<file path="src/rtl/capsense_scan_ctrl.sv">
// Capacitive-sense scan controller: discharges and times one pad at a time,
// calibrates a per-pad baseline and derives debounced, hysteretic touch flags.
module capsense_scan_ctrl #(
  parameter int unsigned N             = 4,
  parameter int unsigned DISCHARGE_CYC = 16,
  parameter int unsigned TIMEOUT       = 255,
  parameter int unsigned CAL_LOG2      = 3,
  parameter int unsigned THRESHOLD     = 8,
  localparam int unsigned PW           = (N > 1) ? $clog2(N) : 1
) (
  input  logic          clk_i,
  input  logic          rst_ni,
  input  logic          en_i,
  input  logic          recal_i,
  input  logic [N-1:0]  capsense_i,
  output logic [N-1:0]  capsense_oe_o,
  output logic [N-1:0]  buttons_o,
  output logic          valid_o,
  output logic [7:0]    count_o,
  output logic [PW-1:0] pad_o,
  output logic          cal_done_o,
  output logic          busy_o
);

  localparam int unsigned CW    = 8;
  localparam int unsigned CW1   = CW + 1;
  localparam int unsigned ACC_W = CW + CAL_LOG2;
  localparam int unsigned DW    = $clog2(DISCHARGE_CYC);
  localparam int unsigned PC_W  = CAL_LOG2 + 1;

  localparam logic [1:0] S_IDLE = 2'd0;
  localparam logic [1:0] S_DIS  = 2'd1;
  localparam logic [1:0] S_CHG  = 2'd2;
  localparam logic [1:0] S_EVAL = 2'd3;

  localparam logic [PW-1:0]   LAST_PAD   = PW'(N - 1);
  localparam logic [DW-1:0]   DIS_LAST   = DW'(DISCHARGE_CYC - 1);
  localparam logic [CW-1:0]   CNT_SAT    = CW'(TIMEOUT);
  localparam logic [PC_W-1:0] PASS_FINAL = PC_W'(1 << CAL_LOG2);

  logic [1:0]       state, state_d;
  logic [PW-1:0]    pad, pad_d;
  logic [DW-1:0]    dcnt, dcnt_d;
  logic [CW-1:0]    cnt, cnt_d;
  logic [N-1:0]     oe_d;
  logic [N-1:0]     sync1, sync2;
  logic [ACC_W-1:0] acc [N];
  logic [ACC_W-1:0] acc_upd [N];
  logic [CW-1:0]    base [N];
  logic [PC_W-1:0]  pass_cnt, pass_inc;
  logic             recal_pend, recal_now;
  logic             pass_end, calibrating, cal_finish;
  logic [CW1-1:0]   cnt_ext, hi_thr, lo_thr;

  // Next-state logic: discharge, timed charge, single-cycle evaluate
  always_comb begin
    state_d = state;
    pad_d   = pad;
    dcnt_d  = dcnt;
    cnt_d   = cnt;
    case (state)
      S_IDLE: begin
        if (en_i) begin
          state_d = S_DIS;
          pad_d   = '0;
          dcnt_d  = '0;
        end
      end
      S_DIS: begin
        if (dcnt == DIS_LAST) begin
          state_d = S_CHG;
          cnt_d   = '0;
        end else begin
          dcnt_d = dcnt + DW'(1);
        end
      end
      S_CHG: begin
        if (sync2[pad] || (cnt == CNT_SAT)) begin
          state_d = S_EVAL;
        end else begin
          cnt_d = cnt + CW'(1);
        end
      end
      S_EVAL: begin
        dcnt_d = '0;
        if (!en_i) begin
          state_d = S_IDLE;
          pad_d   = '0;
        end else begin
          state_d = S_DIS;
          pad_d   = (pad == LAST_PAD) ? '0 : pad + PW'(1);
        end
      end
      default: begin
        state_d = S_IDLE;
        pad_d   = '0;
      end
    endcase
  end

  // Only the selected pad is released, and only while it is being timed
  always_comb begin
    oe_d = '1;
    if ((state_d == S_CHG) || (state_d == S_EVAL)) begin
      oe_d[pad_d] = 1'b0;
    end
  end

  // Evaluation terms: accumulator update, thresholds, pass bookkeeping
  always_comb begin
    pass_end    = (state == S_EVAL) && (pad == LAST_PAD);
    calibrating = !cal_done_o;
    recal_now   = recal_pend | recal_i;
    pass_inc    = pass_cnt + PC_W'(1);
    cal_finish  = calibrating && pass_end && (pass_inc == PASS_FINAL);
    cnt_ext     = {1'b0, cnt};
    hi_thr      = {1'b0, base[pad]} + CW1'(THRESHOLD);
    lo_thr      = {1'b0, base[pad]} + CW1'(THRESHOLD / 2);
    for (int k = 0; k < N; k++) begin
      acc_upd[k] = (pad == PW'(k)) ? acc[k] + ACC_W'(cnt) : acc[k];
    end
  end

  always_ff @(posedge clk_i) begin
    if (!rst_ni) begin
      state         <= S_IDLE;
      pad           <= '0;
      dcnt          <= '0;
      cnt           <= '0;
      sync1         <= '0;
      sync2         <= '0;
      capsense_oe_o <= '1;
      buttons_o     <= '0;
      valid_o       <= 1'b0;
      count_o       <= '0;
      pad_o         <= '0;
      cal_done_o    <= 1'b0;
      busy_o        <= 1'b0;
      pass_cnt      <= '0;
      recal_pend    <= 1'b0;
      for (int k = 0; k < N; k++) begin
        acc[k]  <= '0;
        base[k] <= '0;
      end
    end else begin
      state         <= state_d;
      pad           <= pad_d;
      dcnt          <= dcnt_d;
      cnt           <= cnt_d;
      sync1         <= capsense_i;
      sync2         <= sync1;
      capsense_oe_o <= oe_d;
      busy_o        <= (state_d != S_IDLE);
      valid_o       <= (state == S_EVAL);

      if (state == S_EVAL) begin
        count_o <= cnt;
        pad_o   <= pad;
        if (calibrating) begin
          acc[pad] <= acc_upd[pad];
          if (pass_end) begin
            pass_cnt <= pass_inc;
          end
          if (cal_finish) begin
            for (int k = 0; k < N; k++) begin
              base[k] <= CW'(acc_upd[k] >> CAL_LOG2);
              acc[k]  <= '0;
            end
            cal_done_o <= 1'b1;
            pass_cnt   <= '0;
          end
        end else begin
          if (cnt_ext > hi_thr) begin
            buttons_o[pad] <= 1'b1;
          end else if (cnt_ext < lo_thr) begin
            buttons_o[pad] <= 1'b0;
          end
        end
        // A pending recalibration overrides everything at the pass boundary
        if (pass_end && recal_now) begin
          buttons_o  <= '0;
          cal_done_o <= 1'b0;
          pass_cnt   <= '0;
          for (int k = 0; k < N; k++) begin
            acc[k] <= '0;
          end
        end
      end

      if (pass_end) begin
        recal_pend <= 1'b0;
      end else if (recal_i) begin
        recal_pend <= 1'b1;
      end
    end
  end

endmodule

</file>
<file path="config.mk">
export PLATFORM = sky130hd
export DESIGN_NAME = capsense_scan_ctrl
export DESIGN_NICKNAME = d
export VERILOG_FILES = /design/src/rtl/capsense_scan_ctrl.sv
export SDC_FILE = /design/constraint.sdc
export NUM_CORES = 1
export LEC_CHECK = 0
export ABC_AREA = 1
export CORE_MARGIN = 4
export CORE_UTILIZATION = 30
export DETAILED_ROUTE_END_ITERATION = 8
export PLACE_DENSITY = 0.47
export SLEW_MARGIN = 30
export SYNTH_ARGS = -nofsm -noshare
export SYNTH_HDL_FRONTEND = slang
export SYNTH_SLANG_ARGS = --single-unit
</file>
<file path="constraint.sdc">
create_clock -name clk_i -period 6.5 [get_ports clk_i]
set_clock_uncertainty 0.1 [all_clocks]
set_input_delay 1.625 -clock clk_i [delete_from_list [all_inputs] [get_ports clk_i]]
set_output_delay 1.625 -clock clk_i [all_outputs]
set_load 0.005 [all_outputs]
</file>
# Yosys cells after proc, flatten, opt, wreduce, memory -nomap -nowiden
# Memories as Yosys holds them, arrays and structs flattened. A register that Yosys moved wholly into a read port is not among the register bits.
# Index checks and enable logic that the tools add are counted.
[word_totals] ram_bits=76 inputBits=8 n_memories=2 register_bits=50 output_inout_bits=21
[classes] eq_ne=18 bitwise_logic=25 add_sub_neg=10 n_mux=68 reduce_logical=24 magnitude_cmp=7
[mem_list] name="acc" depth=4 width=11 read_ports=4 rd_ports_with_merged_regs=0 write_ports=4 line="47" source="logic [ACC_W-1:0] acc [N];"
[mem_list] name="base" depth=4 width=8 read_ports=1 rd_ports_with_merged_regs=1 write_ports=4 line="49" source="logic [CW-1:0] base [N];"
[ops] cell="$mux W11" n=15
[ops] cell="$mux W8" n=6
[ops] cell="$add A11 B8 Y11" n=4
[ops] cell="$mux W4" n=10
[ops] cell="$bmux W11 S2" n=1
[ops] cell="$mux W1" n=21
[ops] cell="$eq A2 B2 Y1 const B" n=8
[ops] cell="$mux W2" n=8
[ops] cell="$pmux W8 S2" n=1
[ops] cell="$or A1 B1 Y1" n=13
[ops] cell="$pmux W4 S3" n=1
[ops] cell="$reduce_and A3 Y1" n=4
[ops] cell="$reduce_or A11 Y1" n=1
[ops] cell="$add A8 B3 Y9 const B" n=1
[ops] cell="$add A8 B4 Y9 const B" n=1
[ops] cell="$gt A8 B9 Y1" n=1
[ops] cell="$lt A8 B9 Y1" n=1
[ops] cell="$reduce_bool A3 Y1" n=3
[ops] cell="$add A4 B1 Y4 const B" n=2
[ops] cell="$add A8 B1 Y8 const B" n=1
[ops] cell="$eq A4 B4 Y1 const B" n=2
[ops] cell="$eq A8 B8 Y1 const B" n=1
[ops] cell="$ne A2 B2 Y1 const B" n=4
[ops] cell="$not A4 Y4" n=2
[ops] cell="other kinds (22)" n=40

# Logic depth before layout (Yosys ltp)
# Gate-level depths: netlist of run 1.
[depth] word_depth=15 mapped_depth=25

# Worst setup path after synthesis of run 1
# No wires, ideal clock.
[synth_timing] path_type="input-to-reg" startpoint="input port rst_ni" endpoint="memory acc[0][0] (netlist name), enable pin" setup_time_ps=345 cell_stages=4 arrival_ps=3031 setup_slack_ps=3024 n_path_buf=1 path_cell_list="buf_2 > nand2_1 > nor2_1 > nand2_1"
[synth_rtl] item="from (decl)" line="12" source="input logic rst_ni,"
[synth_rtl] item="to (decl)" line="47"

# Worst setup path after layout of run 1
[layout_timing] startpoint="register pad[0]" endpoint="register buttons_o[1]"
[layout_via] elab_chain_len=10 elab_cells_between_ends=18 classes_between="order compare (2); eq/ne (1); mux (6); bitwise (3); reduce/logical (6)"
[layout_rtl] item="from (decl)" line="42" source="logic [PW-1:0] pad, pad_d;"
[layout_rtl] item="from (signal assigned)" line="147" source="pad <= pad_d;"
[layout_rtl] item="$lt A2 B3 Y1 (not written as such) / $ge A2 B1 Y1 (equally long branches)" line="174, 176"
[layout_rtl] item="$logic_and A1 B1 Y1 (not written as such)" line="174, 176"
[layout_rtl] item="$mux W1 (not written as such)" line="174, 176"
[layout_rtl] item="$demux W1 S2" line="174, 176"
[layout_rtl] item="$not A4 Y4 (no line)"
[layout_rtl] item="$and A4 B4 Y4 (no line)"
[layout_rtl] item="$mux W4" line="175" source="end else if (cnt_ext < lo_thr) begin"
[layout_rtl] item="$mux W4" line="173" source="if (cnt_ext > hi_thr) begin"
[layout_rtl] item="$mux W4" line="159" source="if (calibrating) begin"
[layout_rtl] item="$mux W4" line="180" source="if (pass_end && recal_now) begin"
[layout_rtl] item="to (signal, indexed assignment)" line="174" source="buttons_o[pad] <= 1'b1;"
[layout_rtl] item="to (signal, indexed assignment)" line="176" source="buttons_o[pad] <= 1'b0;"
[layout_rtl] item="to (signal assigned)" line="181" source="buttons_o <= '0;"
[layout_rtl] item="to (decl)" line="17" source="output logic [N-1:0] buttons_o,"
# Several ways; a longest one is shown, not always the timed one. The select of a mux whose other input is x is not followed.
# A chain may end at the register's enable or synchronous reset.

==> results of run 1 <==
critical path, delay by kind of cell, from the launching register on:
kind / cells / cell delay (ns)
XOR/XNOR: 1 / 0.16
adder cells (fa/ha/maj): 2 / 0.49
buffers and inverters: 2 / 0.50
flip-flops: 1 / 0.78
AND/OR/NAND/NOR: 17 / 1.44
power breakdown:
group          switching (W)  internal [W]  total, W  leakage, nW
clock network       0.000396      0.000551  0.000946        0.292
logic              0.0000925     0.0000460  0.000139         2.69
registers          0.0000143      0.000859  0.000873         1.14
layer usage:
| layer | vias to the layer above | part of all wire, % | global-route usage, % | wire [um] |
|---|---|---|---|---|
| met5 | - | 0 | 0 | 0 |
| met4 | 0 | 2.3 | 5.02 | 549 |
| met3 | 29 | 5.7 | 3.61 | 1370 |
| met2 | 157 | 44 | 25.6 | 10500 |
| met1 | 3181 | 48 | 24.0 | 11500 |
| li1 | 3564 | - | - | - |
per-stage QoR:
stage / std cells / area, sq um / hold slack, ns
6_report: 1434 / 9260 / 0.314
5_1_grt: 1434 / 9260 / 0.343
2_1_floorplan: 1066 / 8090 / 0.290
4_1_cts: 1434 / 9260 / 0.314
3_3_place_gp: 1402 / 8670 / 0.303
3_5_place_dp: 1402 / 8680 / 0.300
worst paths after layout:
kind | start | to | slack, ns | cells past startpoint
worst max register to register | pad[0] | buttons_o[1] | 2.89 | 22
worst min-delay path | sync1[1] | sync2[1] | 0.31 | 2
worst max-delay path | pad[0] | buttons_o[1] | 2.89 | 22
worst min register to register | sync1[1] | sync2[1] | 0.31 | 2
kinds of logic (layout without fill, tap and decap cells):
| kind of cell | count (synthesis) | after routing | share of synthesized area (%) |
|---|---|---|---|
| DFF | 126 | 126 | 39.2 |
| AOI/OAI and AO/OA | 157 | 157 | 11.2 |
| adders and majority gates | 64 | 64 | 10.3 |
| xor gates and xnor gates | 22 | 22 | 2.38 |
| and+or+nand+nor | 529 | 529 | 28.5 |
| buffers and inverters | 168 | 201 | 8.40 |
layout by cell type, fill, tap and decap left out, drive strengths merged, types with 12 or more instances in the layout:
cell type and n:
xor2 12, nand4 16, clkbuf 18, ha 60, a21oi 73, edfxtp 65
dfxtp 61, inv 142, clkdlybuf4s50 28, or2 19, nand3 103, nor2 126
nand2 257, o21ai 55
state kept, by name, indices dropped and copies added, names as in the netlist, 2 cells and up:
signal and count:
pad_o 2, capsense_oe_o 4, buttons_o 4, sync2 4
state 2, count_o 8, pass_cnt 4, base 32
acc 44, cnt 8, sync1 4, pad 2
dcnt 4
cell type report:
cell class / count / area (sq um) / area share [%]
clock inverter: 14 / 145 / 1.57
multi-input combinational: 772 / 4240 / 45.8
sequential: 126 / 3170 / 34.3
tap: 335 / 419 / 4.53
clock buffer: 18 / 439 / 4.74
timing repair buffer: 36 / 340 / 3.68
inverter: 133 / 502 / 5.42
==> impl_metrics.toml, run 1 <==
[status]
status = "complete, no violations"

[yosys]
synth.ff_latch_count = 126
synth_top_area_cell = "edfxtp_1"
synth.cell_area_sq_um = 8090
post-synth-top-count-cell = "nand2_1"
synth_cells = 1066
synthArstFlopShare_pct = 0
synth_nets = 1138
synth.area.top_cells = "edfxtp_1, dfxtp_1, nand2_1"
synthFlopType = "edfxtp_1"
yosys_warnings = 0
synth_edf_count = 65
ys_seq_area_share_pct = 39.2
yosysTopAreaCellShare_pct = 24.1
synth_cell_types = 42
ys_top_cells_by_count = "nand2_1, inv_1, nor2_1, nand3_1, edfxtp_1"
syn_area_per_cell_sq_um = 7.59

[run]
cap_violations = 0

[grt]
grt_pass1_vias = 6513
grt_pass1_wl_mm = 37.5
antenna_found_initial = 0
grt_overflow_total = 0
grt_max_degree = 51
grt_usage_pct = 16.8

[route]
initialDrtViolationCount = 521
avgRoutedWirePerCell_um = 16.7
drt-pass1-iter-count = 5
drc_errors = 0
wirelength_mm = 23.9
avgViaCountPerCell = 4.83
ant_nets = 0
routed-via-count = 6931

[finish]
n_antenna_cell = 0
nets = 1158
final_layout_size_suffix_gt1_share_pct = 9.37
nFillCells = 2776
utilization_pct = 35.2
syn2layout_area_growth_pct = 14.5

[clock_tree]
cts.clk_slew.worst_paths_ns = 0.06
clk_path_buf_depth = 2
clock_latency_ns = 0.42
cts_resized = 0
cts_tree = "done"
clock-sinks = 126
ctsHoldBuffers = 0
htree_levels = 4
cts-root-buf = "clkbuf_16"
cts_buffers = 17
cts_setup_buffers = 0

[die]
core-area_sq_um = 26300
io-pin-count = 29
num_rows = 59
die_area_sq_um = 29700
die_h_um = 172
start_util_pct = 30.8
die_width_um = 172

[place]
port_buffers = 28
gp_congestion = 0.847
place_hpwl_mm = 17.6
dp_slack_ns = 2.47

[sta]
tightest_slew_ns = 0.805
min_period_over_period_pct = 55.5
setup_tns_ns = 0
fin_crit_ns = 3.61
final-setup-viol-count = 0
maxSlewHeadroom_pct = 46.3
fmax_mhz = 277
finalWorstSetupSlack_ns = 2.89
hold_viol_final = 0
drv_slew = 0
rsz0062_at_grt = "no"

[worst_setup_path]
end_kind = "register"
arrival_ns = 3.82
cp_slowest_cell = "dfxtp_1"
worst-endpoint-required_ns = 6.72
slowest_delay_ns = 0.78
cp_max_fo = 50
critical_path.startpoint_type = "register"
path_cells = "inv_4 -> nand2_1 -> nand3_1 -> nand2_1 -> inv_1 -> ha_1 -> xor2_1 -> ha_1 -> nand2_1 -> nor2_1 -> nand2_1 -> nand4_1 -> nand2_1 -> nand2_1 -> nand2_1 -> nand2_1 -> nand2_1 -> nand2_1 -> nand2_2 -> nand2_2 -> nand3_1 -> nand2_1"
critPathMostFrequentCell = "nand2_1"
crit_type = "register to register"

[pwr]
leakage_nw = 4.12
p_total_w = 0.00196
power_density_nw_per_um2 = 211
ir_drop_mv = 0.132

[worst_hold_path]
hp-class = "register to register"
Note: power is estimated with default switching activity, not from simulation.
==> run 2: changes to the inputs <==
PLACE_DENSITY = 0.49   (was 0.47)
clock period = 2.9 ns   (was 6.5 ns; I/O delays follow)
==> impl_metrics.toml, run 2 (synthesized netlist as in run 1, its figures left out) <==
[finish]
syn2layout_area_growth_pct = 22.3
registers.top_by_ff_count = "acc"
n_antenna_cell = 0
final_cell_mix = "nand2_1, inv_1, nor2_1"
nets = 1215
final_layout_size_suffix_gt1_share_pct = 15.0
nFillCells = 2747
largest_reg_flops = 44
layout_commonest_cell = "nand2_1"
multi_input_area_sq_um = 4310
seq_area_sq_um = 3180
largestRegisters = "acc: 44 flops, base: 32 flops"

[worst_hold_path]
worstHoldStart = "sync1[0]"
hp-class = "register to register"
min_to = "sync2[0]"
hold_path_depth = 2

[pwr]
clockPowerShare_pct = 50.5
p_sw_w = 0.00116
leakage_nw = 4.44
p_sw_share_pct = 24.7
comb_power_share_pct = 7.8
ir_drop_mv = 0.295
p_total_w = 0.00468
power_density_nw_per_um2 = 473
internal_power_w = 0.00353
seqPwrFrac_pct = 41.7

[run]
cap_violations = 0

[clock_tree]
cts.clk_slew.worst_paths_ns = 0.07
htree_levels = 4
cts_buffers = 17
ctsHoldBuffers = 0
cts_tree = "done"
clock-sinks = 126
cts-root-buf = "clkbuf_16"
clock_latency_ns = 0.43
clk_path_buf_depth = 2

[route]
ant_nets = 0
avgRoutedWirePerCell_um = 16.5
drt-pass1-iter-count = 5
initialDrtViolationCount = 454
wirelength_mm = 24.6
routed-via-count = 7213
drc_errors = 0
avgViaCountPerCell = 4.84

[worst_setup_path]
r2r_end = "acc[0][4]"
end_kind = "register"
reg2reg_slack_ns = 0.20
reg2regPathDepth = 14
worstReg2RegStart = "cnt[0]"
cp_max_fo = 5
critical_path.startpoint_type = "register"
arrival_ns = 2.77
crit_type = "register to register"
worst-endpoint-required_ns = 2.97

[grt]
antenna_found_initial = 0
grt_overflow_total = 0
grt_usage_pct = 17.0
grt_pass1_wl_mm = 38.4
grt_pass1_vias = 6864
grt_max_degree = 34

[sta]
fmax_mhz = 370
maxSlewHeadroom_pct = 62.2
final-setup-viol-count = 0
min_period_over_period_pct = 93.1
tightest_slew_ns = 0.566
hold_viol_final = 0
holdWs_ns = 0.315
drv_slew = 0
fin_crit_ns = 2.70

[status]
status = "complete, no violations"

[die]
core-area_sq_um = 26300
die_area_sq_um = 29700
io-pin-count = 29
start_util_pct = 30.8
num_rows = 59
die_width_um = 172
die_h_um = 172

[place]
gp_congestion = 0.890
port_buffers = 28
place_hpwl_mm = 18.7
==> run 2: worst max-delay path by stage <==
stage | startpoint | end | slack (ns) | depth (start not counted)
after floorplan | state[1] | acc[0][0] | 0.02 | 8
after global placement | pad[0] | acc[3][2] | 0.09 | 12
after detailed placement | pad[0] | buttons_o[3] | 0.13 | 17
after CTS | pad[0] | acc[3][2] | 0.10 | 12
after global routing | pad[0] | buttons_o[1] | -0.002 | 21
final | cnt[0] | acc[0][4] | 0.20 | 14
==> run 2: layout make-up <==
| class | count | share of cell area, % |
|---|---|---|
| Timing Repair Buffer | 93 | 8.40 |
| Clock inverter | 11 | 1.38 |
| Multi-Input combinational cell | 772 | 43.6 |
| Inverter | 133 | 5.10 |
| Tap cell | 335 | 4.24 |
| Sequential cell | 126 | 32.1 |
| Clock buffer | 21 | 5.20 |
==> run 2: per-stage QoR <==
stage,cell area (sq um),setup TNS (ns),std cells,setup slack (ns),util (%)
after global placement,9110,0,1455,0.0936,34.7
after global routing,9890,-0.00429,1491,-0.00243,37.6
after floorplan,8090,0,1066,0.0209,-
after detailed placement,9110,0,1455,0.131,34.7
after CTS,9760,0,1487,0.101,37.1
final,9890,0,1491,0.200,37.6
==> run 2: what timing repair did <==
action | 4_1_cts | 5_1_grt
gates resized for setup | 0 | 25
buffers inserted | 0 | 3
setup endpoints to repair | 0 | 12
==> run 2: power by group through the flow <==
| stage | combinational, W | clock [W] | sequential [W] |
|---|---|---|---|
| 2_1_floorplan | 0.000214 | 0 | 0.00198 |
| 3_3_place_gp | 0.000357 | 0 | 0.00199 |
| 3_5_place_dp | 0.000356 | 0 | 0.00199 |
| 4_1_cts | 0.000359 | 0.00240 | 0.00195 |
| 5_1_grt | 0.000410 | 0.00247 | 0.00196 |
| 6_report | 0.000365 | 0.00236 | 0.00195 |
==> run 2: layer usage <==
metal	vias up	GRT usage (%)	wire length (um)
li1	3675	-	-
met1	3385	24.4	12000
met2	134	26.6	11100
met3	19	3.11	1120
met4	0	4.00	296
met5	-	0	0
==> run 2: worst max-delay path, cell delays in order, from the launching register on <==
cell      delay [ns]
dfxtp_1         0.38
buf_12          0.14
ha_1            0.17
inv_1           0.06
fa_1            0.39
inv_1           0.11
nand3_1         0.07
nand2_1         0.12
xnor2_1         0.13
nand2_1         0.05
o21ai_0         0.15
o211ai_1        0.17
buf_4           0.17
nand2_1         0.16
nor2_1          0.06
==> run 3: changes to the inputs <==
SKIP_CTS_REPAIR_TIMING = 1   (was not set)
==> results of run 3 <==
The final DEF is identical to that of run 2; final timing and power are the same.
